==> src/rtl/calc_pkg.sv <==
// Shared types and constants for the 4-bit signed calculator front end:
// operand-entry FSM states, data widths and op code encodings.
package calc_pkg;

    localparam int DATA_W = 4;
    localparam int OP_W   = 3;

    typedef enum logic [1:0] {
        WAIT_A  = 2'd0,
        WAIT_B  = 2'd1,
        WAIT_OP = 2'd2,
        ISSUE   = 2'd3
    } stage_t;

    // Op codes as decoded by the calculator; bit 2 swaps the operand order.
    localparam logic [OP_W-1:0] ADD_AB    = 3'b000;
    localparam logic [OP_W-1:0] ADD_BA    = 3'b100;
    localparam logic [OP_W-1:0] SUB_AB    = 3'b001;
    localparam logic [OP_W-1:0] SUB_BA    = 3'b101;
    localparam logic [OP_W-1:0] ABS_B     = 3'b010;
    localparam logic [OP_W-1:0] ABS_B_ALT = 3'b011;
    localparam logic [OP_W-1:0] ABS_A     = 3'b110;
    localparam logic [OP_W-1:0] ABS_A_ALT = 3'b111;

endpackage

==> src/rtl/key_debouncer.sv <==
// Synchronizes and debounces one active-low pushbutton; emits a single-cycle
// pulse one clock after the debounced level falls (press), nothing on release.
module key_debouncer #(
    parameter int DB_LIMIT = 1000000,
    parameter int DB_CNT_W = 20
) (
    input  logic CLOCK_50,
    input  logic RESET,
    input  logic raw_n,
    output logic stable,
    output logic press_pulse
);

    localparam logic [DB_CNT_W-1:0] LIMIT_M1 = DB_CNT_W'(DB_LIMIT - 1);

    logic                sync1;
    logic                sync2;
    logic                stable_q;
    logic [DB_CNT_W-1:0] cnt;

    // Sync flops reset to the released level so a key held through reset
    // is seen as a fresh press once reset drops.
    always_ff @(posedge CLOCK_50 or posedge RESET) begin
        if (RESET) begin
            sync1       <= 1'b1;
            sync2       <= 1'b1;
            stable      <= 1'b1;
            stable_q    <= 1'b1;
            cnt         <= '0;
            press_pulse <= 1'b0;
        end else begin
            // NOTE: non-blocking assignments everywhere in clocked logic, so
            // every flop samples pre-edge values regardless of statement order.
            sync1       <= raw_n;
            sync2       <= sync1;
            stable_q    <= stable;
            press_pulse <= stable_q & ~stable;
            if (sync2 == stable) begin
                cnt <= '0;
            end else if (cnt == LIMIT_M1) begin
                stable <= sync2;
                cnt    <= '0;
            end else begin
                cnt <= cnt + 1'b1;
            end
        end
    end

endmodule

==> src/rtl/calc_operand_sequencer.sv <==
// Steps the user through entering A, B and the op code with debounced keys,
// then offers the captured set to the calculator over valid/ready.
module calc_operand_sequencer
    import calc_pkg::*;
#(
    parameter int DB_LIMIT = 1000000,
    parameter int DB_CNT_W = 20
) (
    input  logic              CLOCK_50,
    input  logic              RESET,
    input  logic [7:0]        SW,
    input  logic              KEY_ENTER,
    input  logic              KEY_CLR,
    input  logic              OUT_READY,
    output logic [DATA_W-1:0] A_OUT,
    output logic [DATA_W-1:0] B_OUT,
    output logic [OP_W-1:0]   OP_OUT,
    output logic              OUT_VALID,
    output logic [1:0]        STAGE
);

    stage_t            state, state_n;
    logic [DATA_W-1:0] sw_meta, sw_sync;
    logic [DATA_W-1:0] a_n, b_n;
    logic [OP_W-1:0]   op_n;
    logic              valid_n;
    logic              enter_pulse, clr_pulse;
    logic              enter_stable, clr_stable;

    // Upper switches and the debounced levels are not needed by this stage.
    logic unused_bits;
    assign unused_bits = &{1'b0, SW[7:DATA_W], enter_stable, clr_stable};

    key_debouncer #(.DB_LIMIT(DB_LIMIT), .DB_CNT_W(DB_CNT_W)) u_enter_db (
        .CLOCK_50    (CLOCK_50),
        .RESET       (RESET),
        .raw_n       (KEY_ENTER),
        .stable      (enter_stable),
        .press_pulse (enter_pulse)
    );

    key_debouncer #(.DB_LIMIT(DB_LIMIT), .DB_CNT_W(DB_CNT_W)) u_clr_db (
        .CLOCK_50    (CLOCK_50),
        .RESET       (RESET),
        .raw_n       (KEY_CLR),
        .stable      (clr_stable),
        .press_pulse (clr_pulse)
    );

    always_ff @(posedge CLOCK_50 or posedge RESET) begin
        if (RESET) begin
            sw_meta   <= '0;
            sw_sync   <= '0;
            state     <= WAIT_A;
            A_OUT     <= '0;
            B_OUT     <= '0;
            OP_OUT    <= '0;
            OUT_VALID <= 1'b0;
        end else begin
            sw_meta   <= SW[DATA_W-1:0];
            sw_sync   <= sw_meta;
            state     <= state_n;
            A_OUT     <= a_n;
            B_OUT     <= b_n;
            OP_OUT    <= op_n;
            OUT_VALID <= valid_n;
        end
    end

    always_comb begin
        // NOTE: every output of this block gets a default first, so no path
        // leaves a value unassigned and no latch is inferred.
        state_n = state;
        a_n     = A_OUT;
        b_n     = B_OUT;
        op_n    = OP_OUT;
        valid_n = OUT_VALID;
        // Clear outranks enter and an in-flight transfer; captured data is kept.
        if (clr_pulse) begin
            state_n = WAIT_A;
            valid_n = 1'b0;
        end else begin
            unique case (state)
                WAIT_A: if (enter_pulse) begin
                    a_n     = sw_sync;
                    state_n = WAIT_B;
                end
                WAIT_B: if (enter_pulse) begin
                    b_n     = sw_sync;
                    state_n = WAIT_OP;
                end
                WAIT_OP: if (enter_pulse) begin
                    op_n    = sw_sync[OP_W-1:0];
                    valid_n = 1'b1;
                    state_n = ISSUE;
                end
                ISSUE: if (OUT_READY) begin
                    valid_n = 1'b0;
                    state_n = WAIT_A;
                end
                default: state_n = WAIT_A;
            endcase
        end
    end

    assign STAGE = state;

endmodule

==> config.mk <==
export PLATFORM = sky130hd
export DESIGN_NAME = calc_operand_sequencer
export DESIGN_NICKNAME = d
export VERILOG_FILES = /design/src/rtl/calc_pkg.sv /design/src/rtl/key_debouncer.sv /design/src/rtl/calc_operand_sequencer.sv
export SDC_FILE = /design/constraint.sdc
export NUM_CORES = 1
export LEC_CHECK = 0
export ABC_AREA = 1
export CAP_MARGIN = 20
export CORE_AREA = 2 2 87 89
export CTS_BUF_LIST = sky130_fd_sc_hd__clkbuf_16
export CTS_CLUSTER_DIAMETER = 50
export DETAILED_ROUTE_END_ITERATION = 7
export DIE_AREA = 0 0 89 91
export PLACE_DENSITY = 0.67
export REMOVE_ABC_BUFFERS = 1
export SYNTH_ARGS = -nofsm -noshare
export SYNTH_HDL_FRONTEND = slang
export SYNTH_SLANG_ARGS = --single-unit
==> constraint.sdc <==
create_clock -name CLOCK_50 -period 6 [get_ports CLOCK_50]
set_input_delay 1.8 -clock CLOCK_50 [delete_from_list [all_inputs] [get_ports CLOCK_50]]
set_output_delay 1.8 -clock CLOCK_50 [all_outputs]
set_load 0.005 [all_outputs]
==> reports/metrics.yaml <==
ys_seq_area_share_pct: 52.6
critPathLaunch: "STAGE[0]$_DFFE_PP0P_"
antenna_left: 0
clk_pin_slew_ns: 0.06
hold_viol: 0
hold_buffers: 0
status: "completed"
skew_ns: 0.00859
arrival_ns: 1.25
p_int_mw: 0.842
synth_top_area_share_pct: 46.5
drt-pass1-iter-count: 4
die_x_um: 89
grt-ovfl-total: 0
setup_tns_ns: 0
place_congestion: 0.869
p_clk_share_pct: 43.8
cts_resized: 0
worst-path-buf-inv: 1
synth.distinct_cells: 23
diodes: 0
dp_hpwl_um: 4700
dpl_worst_slack_ns: 2.68
slew_headroom_pct: 46.0
switchingPower_mw: 0.283
max-cap-violations: 0
synth-edff-count: 0
num-fill-cells: 646
cts_max_level: 3
cts-root-buf: "clkbuf_16"
crit_path_start_kind: "register"
io-pin-count: 27
combPwrFrac_pct: 10.1
drtIter0Drc: 106
design_area_sq_mm: 0.00408
final_cell_mix: "nor2_1, dfrtp_1, nand2_1"
critPathCaptureType: "output pin"
period_needed_ns: 3.05
ys.flop_type: "dfrtp_1"
vias: 2550
cp_top_family: "buffers and inverters"
layout-drive-gt1-share_pct: 14.1
slew_viol_final: 0
synth_area_leaders: "dfrtp_1, nor2_1, nand2_1"
fin_crit_sh_pct: 50.8
setup_viol: 0
synth.largest_area_cell: "dfrtp_1"
start_util_pct: 48.2
pwr-share-seq_pct: 46.1
grt_use_total_pct: 17.4
layout_commonest_cell: "nor2_1"
row_count: 31
placed_cell_area_sq_mm: 0.00379
cp_data_required_time_ns: 4.20
numCtsBuffers: 9
synth.cell_area_sq_mm: 0.00344
routed_wl_um: 6390
peakVddDrop_uv: 170
power.share.switching_pct: 25.2
cts_tree: "done"
cts.path.max_buffers: 2
final_cell_count_no_fill: 532
hp-start: "sw_meta[2]$_DFF_PP0_"
drc: 0
crit_fanout: 4
rsz0062_at_grt: "no"
clk-insertion-delay-late_ns: 0.33
yosys_warnings: 0
die_h_um: 91
grt_max_degree: 41
wl_per_cell_um: 12.0
powerDensity_mw_per_mm2: 276
final_core_util_pct: 57.1
antenna_found_initial: 0
grt_pass1_wl_um: 11000
hp-class: "register to register"
placed_cells: 516
postSynthCellCount: 394
cts.sinks: 72
synth.avg_cell_area_sq_um: 8.74
async_flop_share_pct: 100
ys_seq_elements: 72
r2r_start: "STAGE[0]$_DFFE_PP0P_"
holdWs_ns: 0.343
core_area_sq_mm: 0.00714
fin_ws_ns: 2.95
cts_setup_buffers: 0
nNetsFinal: 447
viasPerCell: 4.79
critPathKind: "register to output pin"
first_global_vias: 2509
cp_slowest_cell: "clkdlybuf4s50_1"
die_area_sq_mm: 0.00810
area_growth_pct: 18.4
path_cells: "clkdlybuf4s50_1"
p_total_mw: 1.13
leakagePower_nw: 1.73
fmax_ghz: 0.328
tightest_slew_ns: 0.809
port_buffers: 22
max_stage_delay_ns: 0.52
## cell usage after synthesis (2+ instances only)
library cell and instances:
a21oi_1 6, dfrtp_1 64, dfstp_2 8, ha_1 6
inv_1 45, inv_2 4, nand2_1 63, nand2_2 10
nand3_1 36, nand3_2 4, nand4_1 2, nor2_1 83
nor2_2 6, nor2_4 9, nor3_1 6, o21ai_0 14
o21ai_1 2, xnor2_1 10, xor2_1 11, xor2_2 2
## power groups by stage
stage | registers, mW | clock network [mW] | logic (mW)
floorplan | 0.526 | 0 | 0.0698
global placement | 0.528 | 0 | 0.109
detailed placement | 0.528 | 0 | 0.114
CTS | 0.520 | 0.507 | 0.115
global route | 0.521 | 0.532 | 0.131
finish | 0.519 | 0.493 | 0.113
## worst register-to-register path, stage by stage (launching register included)
cell and delay, ns:
dfrtp_1 0.41, inv_1 0.13, ha_1 0.20, nand2_1 0.06
a21oi_1 0.22, a21oi_1 0.13, nand3_1 0.09, o21ai_0 0.08
## worst paths after layout
path	slack (ns)	to	depth (start not counted)
max reg2reg	4.55	STAGE[0]$_DFFE_PP0P_	7
min in group asynchronous	1.94	u_clr_db.cnt[8]$_DFF_PP0_	2
max	2.95	STAGE[0]	1
min	0.34	sw_sync[2]$_DFF_PP0_	0
max in group asynchronous	3.10	u_clr_db.stable_q$_DFF_PP1_	3
min reg2reg	0.34	sw_sync[2]$_DFF_PP0_	0
## flip-flops by register name, summed over array words and instances (netlist names)
signal	cells
u_enter_db.sync2	1
u_clr_db.cnt	20
STAGE	2
B_OUT	4
u_clr_db.sync2	1
u_enter_db.stable	1
u_enter_db.sync1	1
u_enter_db.press_pulse	1
sw_meta	4
OUT_VALID	1
u_enter_db.stable_q	1
OP_OUT	3
u_clr_db.press_pulse	1
u_enter_db.cnt	20
sw_sync	4
u_clr_db.stable	1
u_clr_db.sync1	1
u_clr_db.stable_q	1
A_OUT	4
## cell type report
| class | instances | area [sq um] | share of cell area (%) |
|---|---|---|---|
| flip-flops and latches | 72 | 1810 | 44.4 |
| multi-input cells | 273 | 1450 | 35.5 |
| repair buffers | 23 | 228 | 5.59 |
| clock buffers | 9 | 225 | 5.52 |
| inverters | 49 | 184 | 4.51 |
| well taps | 99 | 124 | 3.04 |
| clock inverters | 7 | 56.3 | 1.38 |
## routing by layer
metal / part of all wire (%) / track usage [%] / up-vias
li1: - / - / 1302
met1: 45 / 22.7 / 1207
met2: 51 / 28.2 / 31
met3: 2.0 / 3.00 / 10
met4: 1.7 / 7.59 / 0
met5: 0 / 0 / -
## cells by family after synthesis
| group | count (synthesis) | synth area share (%) |
|---|---|---|
| simple gates | 220 | 29.9 |
| flops | 72 | 52.6 |
| buf+inv | 49 | 5.34 |
| compound gates | 24 | 3.67 |
| xor+xnor | 23 | 6.29 |
| fa+ha+maj | 6 | 2.18 |
Note: power is estimated with default switching activity, not from simulation.
